[src/rtl/ita_step_scheduler_if.sv]
// -----------------------------------------------------------------------------
// ita_step_scheduler_if
//
// Purpose:
//   Tile command / completion bundle between the step scheduler (master) and
//   the datapath step/tile controller (slave).
//
// Signals:
//   cmd_valid  master->slave  tile command valid
//   cmd_ready  slave->master  datapath accepts the command this cycle
//   cmd_step   master->slave  step code (0 when no command is offered)
//   cmd_tile   master->slave  tile index within the current step
//   cmd_head   master->slave  current attention head
//   tile_done  slave->master  one tile completed (single-cycle pulse)
//
// Parameters:
//   H      max number of heads (sets cmd_head width)
//   TileW  tile index width
// -----------------------------------------------------------------------------
interface ita_step_scheduler_if #(
    parameter int H     = 1,
    parameter int TileW = 32
);
    localparam int HeadW = (H > 1) ? $clog2(H) : 1;

    logic             cmd_valid;
    logic             cmd_ready;
    logic [2:0]       cmd_step;
    logic [TileW-1:0] cmd_tile;
    logic [HeadW-1:0] cmd_head;
    logic             tile_done;

    modport master (
        output cmd_valid,
        output cmd_step,
        output cmd_tile,
        output cmd_head,
        input  cmd_ready,
        input  tile_done
    );

    modport slave (
        input  cmd_valid,
        input  cmd_step,
        input  cmd_tile,
        input  cmd_head,
        output cmd_ready,
        output tile_done
    );
endinterface

[src/rtl/ita_step_scheduler.sv]
// -----------------------------------------------------------------------------
// ita_step_scheduler
//
// Purpose:
//   Walks the accelerator datapath through the computation steps of one layer
//   invocation. Attention runs Q, K, V, QK, AV, OW for every head; feedforward
//   runs a single FF step. One tile command is issued per handshake, the number
//   of issued-but-uncompleted tiles is bounded, and every step is separated by
//   a barrier that waits for all of its tiles to complete.
//
// Ports:
//   clk_i         clock
//   rst_ni        asynchronous active-low reset
//   start_i       start pulse, only looked at while idle
//   layer_i       0 = attention, 1 = feedforward
//   n_heads_i     number of heads to process (clamped to H)
//   lin_tiles_i   tiles per Q/K/V/OW/FF step
//   attn_tiles_i  tiles per QK/AV step
//   cmd_if        master side of the tile command / completion bundle
//   busy_o        high from the accepted start until completion
//   done_o        one-cycle pulse at layer completion
//   err_o         sticky: a tile completion arrived with nothing outstanding
//
// Parameters:
//   H               max number of heads supported
//   TileW           tile count / index width
//   MaxOutstanding  max issued-but-uncompleted tiles (>= 1)
//
// Optional feature (macro ITA_SCHED_PERF_EN):
//   perf_busy_cycles_o   cycles with busy_o high
//   perf_stall_cycles_o  cycles with a command offered but not accepted
//   Both clear on an accepted start, saturate, and hold after completion.
// -----------------------------------------------------------------------------
module ita_step_scheduler #(
    parameter int  H              = 1,
    parameter int  TileW          = 32,
    parameter int  MaxOutstanding = 4,
    localparam int NHeadsW        = $clog2(H + 1),
    localparam int HeadW          = (H > 1) ? $clog2(H) : 1,
    localparam int OutW           = $clog2(MaxOutstanding + 1)
) (
    input  logic                 clk_i,
    input  logic                 rst_ni,
    input  logic                 start_i,
    input  logic                 layer_i,
    input  logic [NHeadsW-1:0]   n_heads_i,
    input  logic [TileW-1:0]     lin_tiles_i,
    input  logic [TileW-1:0]     attn_tiles_i,
    ita_step_scheduler_if.master cmd_if,
    output logic                 busy_o,
    output logic                 done_o,
    output logic                 err_o
`ifdef ITA_SCHED_PERF_EN
    ,
    output logic [31:0]          perf_busy_cycles_o,
    output logic [31:0]          perf_stall_cycles_o
`endif
);

    typedef enum logic [1:0] {
        ST_IDLE,
        ST_ISSUE,
        ST_DRAIN,
        ST_DONE
    } state_e;

    typedef enum logic [2:0] {
        STEP_IDLE = 3'd0,
        STEP_Q    = 3'd1,
        STEP_K    = 3'd2,
        STEP_V    = 3'd3,
        STEP_QK   = 3'd4,
        STEP_AV   = 3'd5,
        STEP_OW   = 3'd6,
        STEP_FF   = 3'd7
    } step_e;

    typedef enum logic {
        LAYER_ATTN = 1'b0,
        LAYER_FF   = 1'b1
    } layer_e;

    state_e             state_q, state_d;
    step_e              step_q, step_d;
    layer_e             layer_q, layer_d;
    logic [HeadW-1:0]   head_q, head_d;
    logic [TileW-1:0]   tile_q, tile_d;
    logic [OutW-1:0]    outst_q, outst_d;
    logic [NHeadsW-1:0] n_heads_q, n_heads_d;
    logic [TileW-1:0]   lin_q, lin_d;
    logic [TileW-1:0]   attn_q, attn_d;
    logic               err_q, err_d;

    logic               cmd_valid;
    logic               fire;
    logic               done_valid;
    logic [TileW-1:0]   step_count;
    logic               last_tile;
    logic [NHeadsW-1:0] n_heads_clamped;
    logic [NHeadsW-1:0] head_inc;
    logic [2:0]         next_in_head;
    logic [2:0]         first_of_head;
    logic [2:0]         first_on_start;

    // Lowest attention step code >= from whose tile count is non-zero, or 0
    // when none is left in the head. This is how empty steps get skipped
    // without spending any cycles on them.
    function automatic logic [2:0] first_step(input logic [2:0] from,
                                              input logic       lin_nz,
                                              input logic       attn_nz);
        logic [2:0] found;
        found = 3'd0;
        for (int s = 6; s >= 1; s--) begin
            if (3'(s) >= from) begin
                if ((s == 4 || s == 5) ? attn_nz : lin_nz) begin
                    found = 3'(s);
                end
            end
        end
        return found;
    endfunction

    // Commands are only offered while the in-flight window has room.
    assign cmd_valid  = (state_q == ST_ISSUE) && (outst_q < OutW'(MaxOutstanding));
    assign fire       = cmd_valid && cmd_if.cmd_ready;
    assign done_valid = cmd_if.tile_done && (outst_q != '0);

    assign step_count = ((step_q == STEP_QK) || (step_q == STEP_AV)) ? attn_q : lin_q;
    assign last_tile  = (tile_q == step_count - TileW'(1));

    assign n_heads_clamped = (n_heads_i > NHeadsW'(H)) ? NHeadsW'(H) : n_heads_i;
    assign head_inc        = NHeadsW'(head_q) + NHeadsW'(1);

    assign next_in_head   = first_step(step_q + 3'd1, lin_q != '0, attn_q != '0);
    assign first_of_head  = first_step(3'(STEP_Q), lin_q != '0, attn_q != '0);
    assign first_on_start = first_step(3'(STEP_Q), lin_tiles_i != '0, attn_tiles_i != '0);

    // Next-state logic: sequencing FSM plus the outstanding-tile bookkeeping.
    // The drain barrier looks at outst_d so the next step can start one
    // cycle after the final completion instead of two.
    always_comb begin
        state_d   = state_q;
        step_d    = step_q;
        layer_d   = layer_q;
        head_d    = head_q;
        tile_d    = tile_q;
        outst_d   = outst_q;
        n_heads_d = n_heads_q;
        lin_d     = lin_q;
        attn_d    = attn_q;
        err_d     = err_q;

        unique case ({fire, done_valid})
            2'b10:   outst_d = outst_q + OutW'(1);
            2'b01:   outst_d = outst_q - OutW'(1);
            default: outst_d = outst_q;
        endcase

        if (cmd_if.tile_done && (outst_q == '0)) begin
            err_d = 1'b1;
        end

        unique case (state_q)
            ST_IDLE: begin
                if (start_i) begin
                    layer_d   = layer_e'(layer_i);
                    n_heads_d = n_heads_clamped;
                    lin_d     = lin_tiles_i;
                    attn_d    = attn_tiles_i;
                    head_d    = '0;
                    tile_d    = '0;
                    if (layer_e'(layer_i) == LAYER_FF) begin
                        if (lin_tiles_i != '0) begin
                            step_d  = STEP_FF;
                            state_d = ST_ISSUE;
                        end else begin
                            state_d = ST_DONE;
                        end
                    end else if ((n_heads_clamped == '0) || (first_on_start == 3'd0)) begin
                        state_d = ST_DONE;
                    end else begin
                        step_d  = step_e'(first_on_start);
                        state_d = ST_ISSUE;
                    end
                end
            end

            ST_ISSUE: begin
                if (fire) begin
                    if (last_tile) begin
                        tile_d  = '0;
                        state_d = ST_DRAIN;
                    end else begin
                        tile_d = tile_q + TileW'(1);
                    end
                end
            end

            ST_DRAIN: begin
                if (outst_d == '0) begin
                    if (layer_q == LAYER_FF) begin
                        state_d = ST_DONE;
                    end else if (next_in_head != 3'd0) begin
                        step_d  = step_e'(next_in_head);
                        state_d = ST_ISSUE;
                    end else if (head_inc < n_heads_q) begin
                        // A non-empty head exists, so the next one has a step too.
                        head_d  = head_q + HeadW'(1);
                        step_d  = step_e'(first_of_head);
                        state_d = ST_ISSUE;
                    end else begin
                        state_d = ST_DONE;
                    end
                end
            end

            ST_DONE: begin
                step_d  = STEP_IDLE;
                head_d  = '0;
                tile_d  = '0;
                state_d = ST_IDLE;
            end

            default: begin
                state_d = ST_IDLE;
            end
        endcase
    end

    // State and latched configuration registers.
    always_ff @(posedge clk_i or negedge rst_ni) begin
        if (!rst_ni) begin
            state_q   <= ST_IDLE;
            step_q    <= STEP_IDLE;
            layer_q   <= LAYER_ATTN;
            head_q    <= '0;
            tile_q    <= '0;
            outst_q   <= '0;
            n_heads_q <= '0;
            lin_q     <= '0;
            attn_q    <= '0;
            err_q     <= 1'b0;
        end else begin
            state_q   <= state_d;
            step_q    <= step_d;
            layer_q   <= layer_d;
            head_q    <= head_d;
            tile_q    <= tile_d;
            outst_q   <= outst_d;
            n_heads_q <= n_heads_d;
            lin_q     <= lin_d;
            attn_q    <= attn_d;
            err_q     <= err_d;
        end
    end

    // The step code reads as idle whenever no command is being offered.
    assign cmd_if.cmd_valid = cmd_valid;
    assign cmd_if.cmd_step  = cmd_valid ? step_q : STEP_IDLE;
    assign cmd_if.cmd_tile  = tile_q;
    assign cmd_if.cmd_head  = head_q;

    assign busy_o = (state_q == ST_ISSUE) || (state_q == ST_DRAIN);
    assign done_o = (state_q == ST_DONE);
    assign err_o  = err_q;

`ifdef ITA_SCHED_PERF_EN
    logic [31:0] perf_busy_q, perf_busy_d;
    logic [31:0] perf_stall_q, perf_stall_d;

    // Saturating counters; they only advance while busy, so they naturally
    // hold their final values once the layer completes.
    always_comb begin
        perf_busy_d  = perf_busy_q;
        perf_stall_d = perf_stall_q;
        if ((state_q == ST_IDLE) && start_i) begin
            perf_busy_d  = '0;
            perf_stall_d = '0;
        end else begin
            if (busy_o && (perf_busy_q != '1)) begin
                perf_busy_d = perf_busy_q + 32'd1;
            end
            if (cmd_valid && !cmd_if.cmd_ready && (perf_stall_q != '1)) begin
                perf_stall_d = perf_stall_q + 32'd1;
            end
        end
    end

    // Performance counter registers.
    always_ff @(posedge clk_i or negedge rst_ni) begin
        if (!rst_ni) begin
            perf_busy_q  <= '0;
            perf_stall_q <= '0;
        end else begin
            perf_busy_q  <= perf_busy_d;
            perf_stall_q <= perf_stall_d;
        end
    end

    assign perf_busy_cycles_o  = perf_busy_q;
    assign perf_stall_cycles_o = perf_stall_q;
`endif

endmodule

[src/flat_wrapper.sv]
// flat-port wrapper written by rule: the top's interface ports become plain ports
module ita_step_scheduler_flat 
#(
    parameter int  H              = 1,
    parameter int  TileW          = 32,
    parameter int  MaxOutstanding = 4,
    localparam int NHeadsW        = $clog2(H + 1),
    localparam int HeadW          = (H > 1) ? $clog2(H) : 1,
    localparam int OutW           = $clog2(MaxOutstanding + 1)
)
  (clk_i, rst_ni, start_i, layer_i, n_heads_i, lin_tiles_i, attn_tiles_i, busy_o, done_o, err_o, cmd_if_cmd_valid, cmd_if_cmd_step, cmd_if_cmd_tile, cmd_if_cmd_head, cmd_if_cmd_ready, cmd_if_tile_done);
  ita_step_scheduler_if #(.H(H), .TileW(TileW)) cmd_if_i ();
  input  logic clk_i;
  input  logic rst_ni;
  input  logic start_i;
  input  logic layer_i;
  input  logic [NHeadsW-1:0] n_heads_i;
  input  logic [TileW-1:0] lin_tiles_i;
  input  logic [TileW-1:0] attn_tiles_i;
  output logic busy_o;
  output logic done_o;
  output logic err_o;
  output wire logic [$bits(cmd_if_i.cmd_valid)-1:0] cmd_if_cmd_valid;
  output wire logic [$bits(cmd_if_i.cmd_step)-1:0] cmd_if_cmd_step;
  output wire logic [$bits(cmd_if_i.cmd_tile)-1:0] cmd_if_cmd_tile;
  output wire logic [$bits(cmd_if_i.cmd_head)-1:0] cmd_if_cmd_head;
  input wire logic [$bits(cmd_if_i.cmd_ready)-1:0] cmd_if_cmd_ready;
  input wire logic [$bits(cmd_if_i.tile_done)-1:0] cmd_if_tile_done;
  assign cmd_if_cmd_valid = cmd_if_i.cmd_valid;
  assign cmd_if_cmd_step = cmd_if_i.cmd_step;
  assign cmd_if_cmd_tile = cmd_if_i.cmd_tile;
  assign cmd_if_cmd_head = cmd_if_i.cmd_head;
  assign cmd_if_i.cmd_ready = cmd_if_cmd_ready;
  assign cmd_if_i.tile_done = cmd_if_tile_done;
  ita_step_scheduler #(.H(H), .TileW(TileW), .MaxOutstanding(MaxOutstanding)) u_core (.clk_i(clk_i), .rst_ni(rst_ni), .start_i(start_i), .layer_i(layer_i), .n_heads_i(n_heads_i), .lin_tiles_i(lin_tiles_i), .attn_tiles_i(attn_tiles_i), .cmd_if(cmd_if_i), .busy_o(busy_o), .done_o(done_o), .err_o(err_o));
endmodule
[config.mk]
export PLATFORM = sky130hd
export DESIGN_NAME = ita_step_scheduler_flat
export DESIGN_NICKNAME = d
export VERILOG_FILES = /design/src/rtl/ita_step_scheduler_if.sv /design/src/rtl/ita_step_scheduler.sv /design/src/flat_wrapper.sv
export SDC_FILE = /design/constraint.sdc
export NUM_CORES = 1
export LEC_CHECK = 0
export BUFFER_PORTS_ARGS = -buffer_cell sky130_fd_sc_hd__clkbuf_2
export CELL_PAD_IN_SITES_DETAIL_PLACEMENT = 1
export CELL_PAD_IN_SITES_GLOBAL_PLACEMENT = 2
export CORE_MARGIN = 3
export CORE_UTILIZATION = 33
export DETAILED_ROUTE_END_ITERATION = 16
export GPL_TIMING_DRIVEN = 0
export PLACE_DENSITY = 0.87
export SLEW_MARGIN = 5
export SYNTH_ARGS = -nofsm -noshare
export SYNTH_HDL_FRONTEND = slang
export SYNTH_SLANG_ARGS = --single-unit
[constraint.sdc]
create_clock -name clk_i -period 5.4 [get_ports clk_i]
set_input_delay 1.08 -clock clk_i [delete_from_list [all_inputs] [get_ports clk_i]]
set_output_delay 1.08 -clock clk_i [all_outputs]
set_load 0.02 [all_outputs]
==> out/results.ini <==
[global_route]
grt_max_degree=108
grt_first_pass_wirelength_mm=35.29
grt_usage=0.2021
antenna_found_initial=0
grt_pass1_vias=6350
grt_overflow=0

[placement]
placedCellCount=1083
place.gp.congestion=0.8518
portBuffers=110
placed_cell_area_sq_um=7811
dp_hpwl_mm=17.67

[run]
cap_violations=0

[sta]
fmaxAchievable_ghz=0.1961
worstMarginPinSlew_ps=954.4
rsz0062_at_grt=no
final.period_utilization=0.9445
skew_ps=6.549
setup_viol=0
slew_headroom=0.3579
period_minus_slack_ps=5100
setup_tns_ps=0
hold_viol=0
finalHoldWorstSlack_ps=456.7
finalMaxSlewViolations=0

[die]
start_util=0.3382
die_area_sq_um=22640
core-area_sq_um=20360
die_w_microns=150.5
chipHeight_microns=150.5
io_pins=111
placementRows=52

[synth]
synth_flop_cell=dfrtp_1
ys_seq_area_frac=0.3924
syn_inst=702
async_reset_ff_frac=1.000
synth.top_cell.area_share=0.3924
synth_edf_count=0
netlist_area_sq_um=6887
ys_types=59
synth-seq-cells=108
syn_area_per_cell_sq_um=9.810
synth_top_area_cell=dfrtp_1
syn_nets=787
ys.warnings.count=0
synthTopCellsByArea=dfrtp_1 39%, mux2_2 11%, xnor2_1 5.6%

[routing]
vias_per_cell=5.441
route.detailed.drc=0
wirelength_mm=22.27
vias=6012
drt_iter0_drc=221
wl_per_cell_microns=20.15
ant_nets=0
first_pass_iters=4

[worst_setup_path]
r2r_slack_ps=300
crit_start=u_core.step_q[0]
cp_data_required_time_ps=5650
arrival_ps=5350
r2r_end=u_core.cmd_if.cmd_tile[10]
rr_worst_depth=20
critical_path_class=reg -> reg
critPathMaxFanout=19
endpoint_kind=flip-flop
r2r-start=u_core.step_q[0]
startpoint_type=flip-flop

[cts]
cts_root_buf=clkbuf_16
clock_latency_ps=360
cts.sinks=108
clkTransAtPathRegs_ps=70
cts_tree=built
htree_levels=3
cts_buffers=9
cts_buffer_depth=2

[hold_path]
hold_path_end=u_core.err_o
hp-class=reg -> reg
hp-start=u_core.err_o
hold_depth=1

[power]
p_leak_nw=3.507
power_mw=4.690
power_density_nw_per_um2=570.2
vdd_drop_max_uv=183.6

[cells_and_area]
syn_to_final_growth_pct=19.44
multi_input_area_sq_um=4039
final_net_count=915
layout.area.seq_sq_um=2704
mostFrequentLayoutCells=109 x clkbuf_2, 107 x dfrtp_1, 69 x mux2_2
drive_gt1_frac=0.2611
instances_no_fill=1105
nFillCells=2372
mostFrequentLayoutCell=clkbuf_2
final_area_sq_um=8225
diodes=0

[status]
run_status=finished clean

Yosys cell counts (all sizes together) (8+ instances only):
library cell,n
a21oi,22
and3,12
buf,8
clkbuf,17
dfrtp,108
ha,13
inv,16
mux2,70
mux2i,34
nand2,40
nand2b,11
nand3,23
nand4,17
nor2,58
nor3,28
nor4,34
o21ai,16
o22ai,10
or3,12
or4,8
xnor2,44
xor2,30
stage by stage:
step             util  worst slack [ps]
2_1_floorplan       -             347.9
3_3_place_gp   0.3818             -1534
3_5_place_dp   0.3836             -1590
4_1_cts        0.4036             64.84
5_1_grt        0.4039             16.78
6_report       0.4039             299.9
cells by family after synthesis:
family	count (synthesis)	share of synthesized area
AOI/OAI and AO/OA	89	0.08539
xor gates and xnor gates	74	0.09411
adders and majority gates	14	0.02653
buffers and inverters	41	0.02525
DFF	108	0.3924
muxes	104	0.1639
and+or+nand+nor	272	0.2124
cell type report:
| type | instances | share of cell area |
|---|---|---|
| plain buffers | 24 | 0.01476 |
| inverters | 16 | 0.007301 |
| flip-flops and latches | 108 | 0.3287 |
| multi-input cells | 553 | 0.4910 |
| clock inverters | 6 | 0.008823 |
| repair buffers | 118 | 0.07925 |
| well taps | 270 | 0.04107 |
| clock buffers | 10 | 0.02905 |
power by group:
part	internal, mW	switching (mW)
registers	1.11	0.427
clock network	0.378	0.319
logic	1.11	1.35
total	2.59	2.10
worst max path at each step:
stage / endpoint
2_1_floorplan: u_core.cmd_if.cmd_tile[3]
3_3_place_gp: u_core.cmd_if.cmd_tile[3]
3_5_place_dp: u_core.cmd_if.cmd_tile[31]
4_1_cts: u_core.cmd_if.cmd_tile[10]
5_1_grt: u_core.cmd_if.cmd_tile[10]
6_report: u_core.cmd_if.cmd_tile[10]
flip-flops by register name, summed over array words and instances, names as in the netlist:
signal and cells:
u_core.n_heads_q 1, u_core.lin_q 32, u_core.cmd_if.cmd_tile 32, u_core.outst_q 3, u_core.layer_q 1, u_core.attn_q 32, u_core.state_q 2, u_core.err_o 1
u_core.cmd_if.cmd_head 1, u_core.step_q 3
worst max-delay path, stage by stage, from the launching register on:
cell and delay, ps:
dfrtp_2 430, inv_1 80, ha_1 250, o21ai_4 230, buf_6 280, buf_6 210, mux2i_1 210, ha_2 240
or3b_2 450, clkbuf_1 180, or3_1 420, a222oi_1 330, buf_4 180, xnor2_1 180, nand3_1 190, nor4_4 380
nand4_4 170, a21oi_4 170, buf_12 140, buf_6 170, nor2_1 70
per-layer routing:
layer,vias up,part of all wire,global-route usage,wire length (microns)
li1,2845,-,-,-
met1,3004,0.46,0.2741,10140
met2,132,0.47,0.3339,10570
met3,31,0.044,0.03010,977
met4,0,0.026,0.06176,575
met5,-,0,0,0
timing repair:
action,in CTS,in global routing
hold buffers,0,0
pin swaps,4,3
gates resized for setup,9,3
buffers inserted,6,1
endpoints found under the setup margin,34,29
Power figures use the tool's default switching activity.
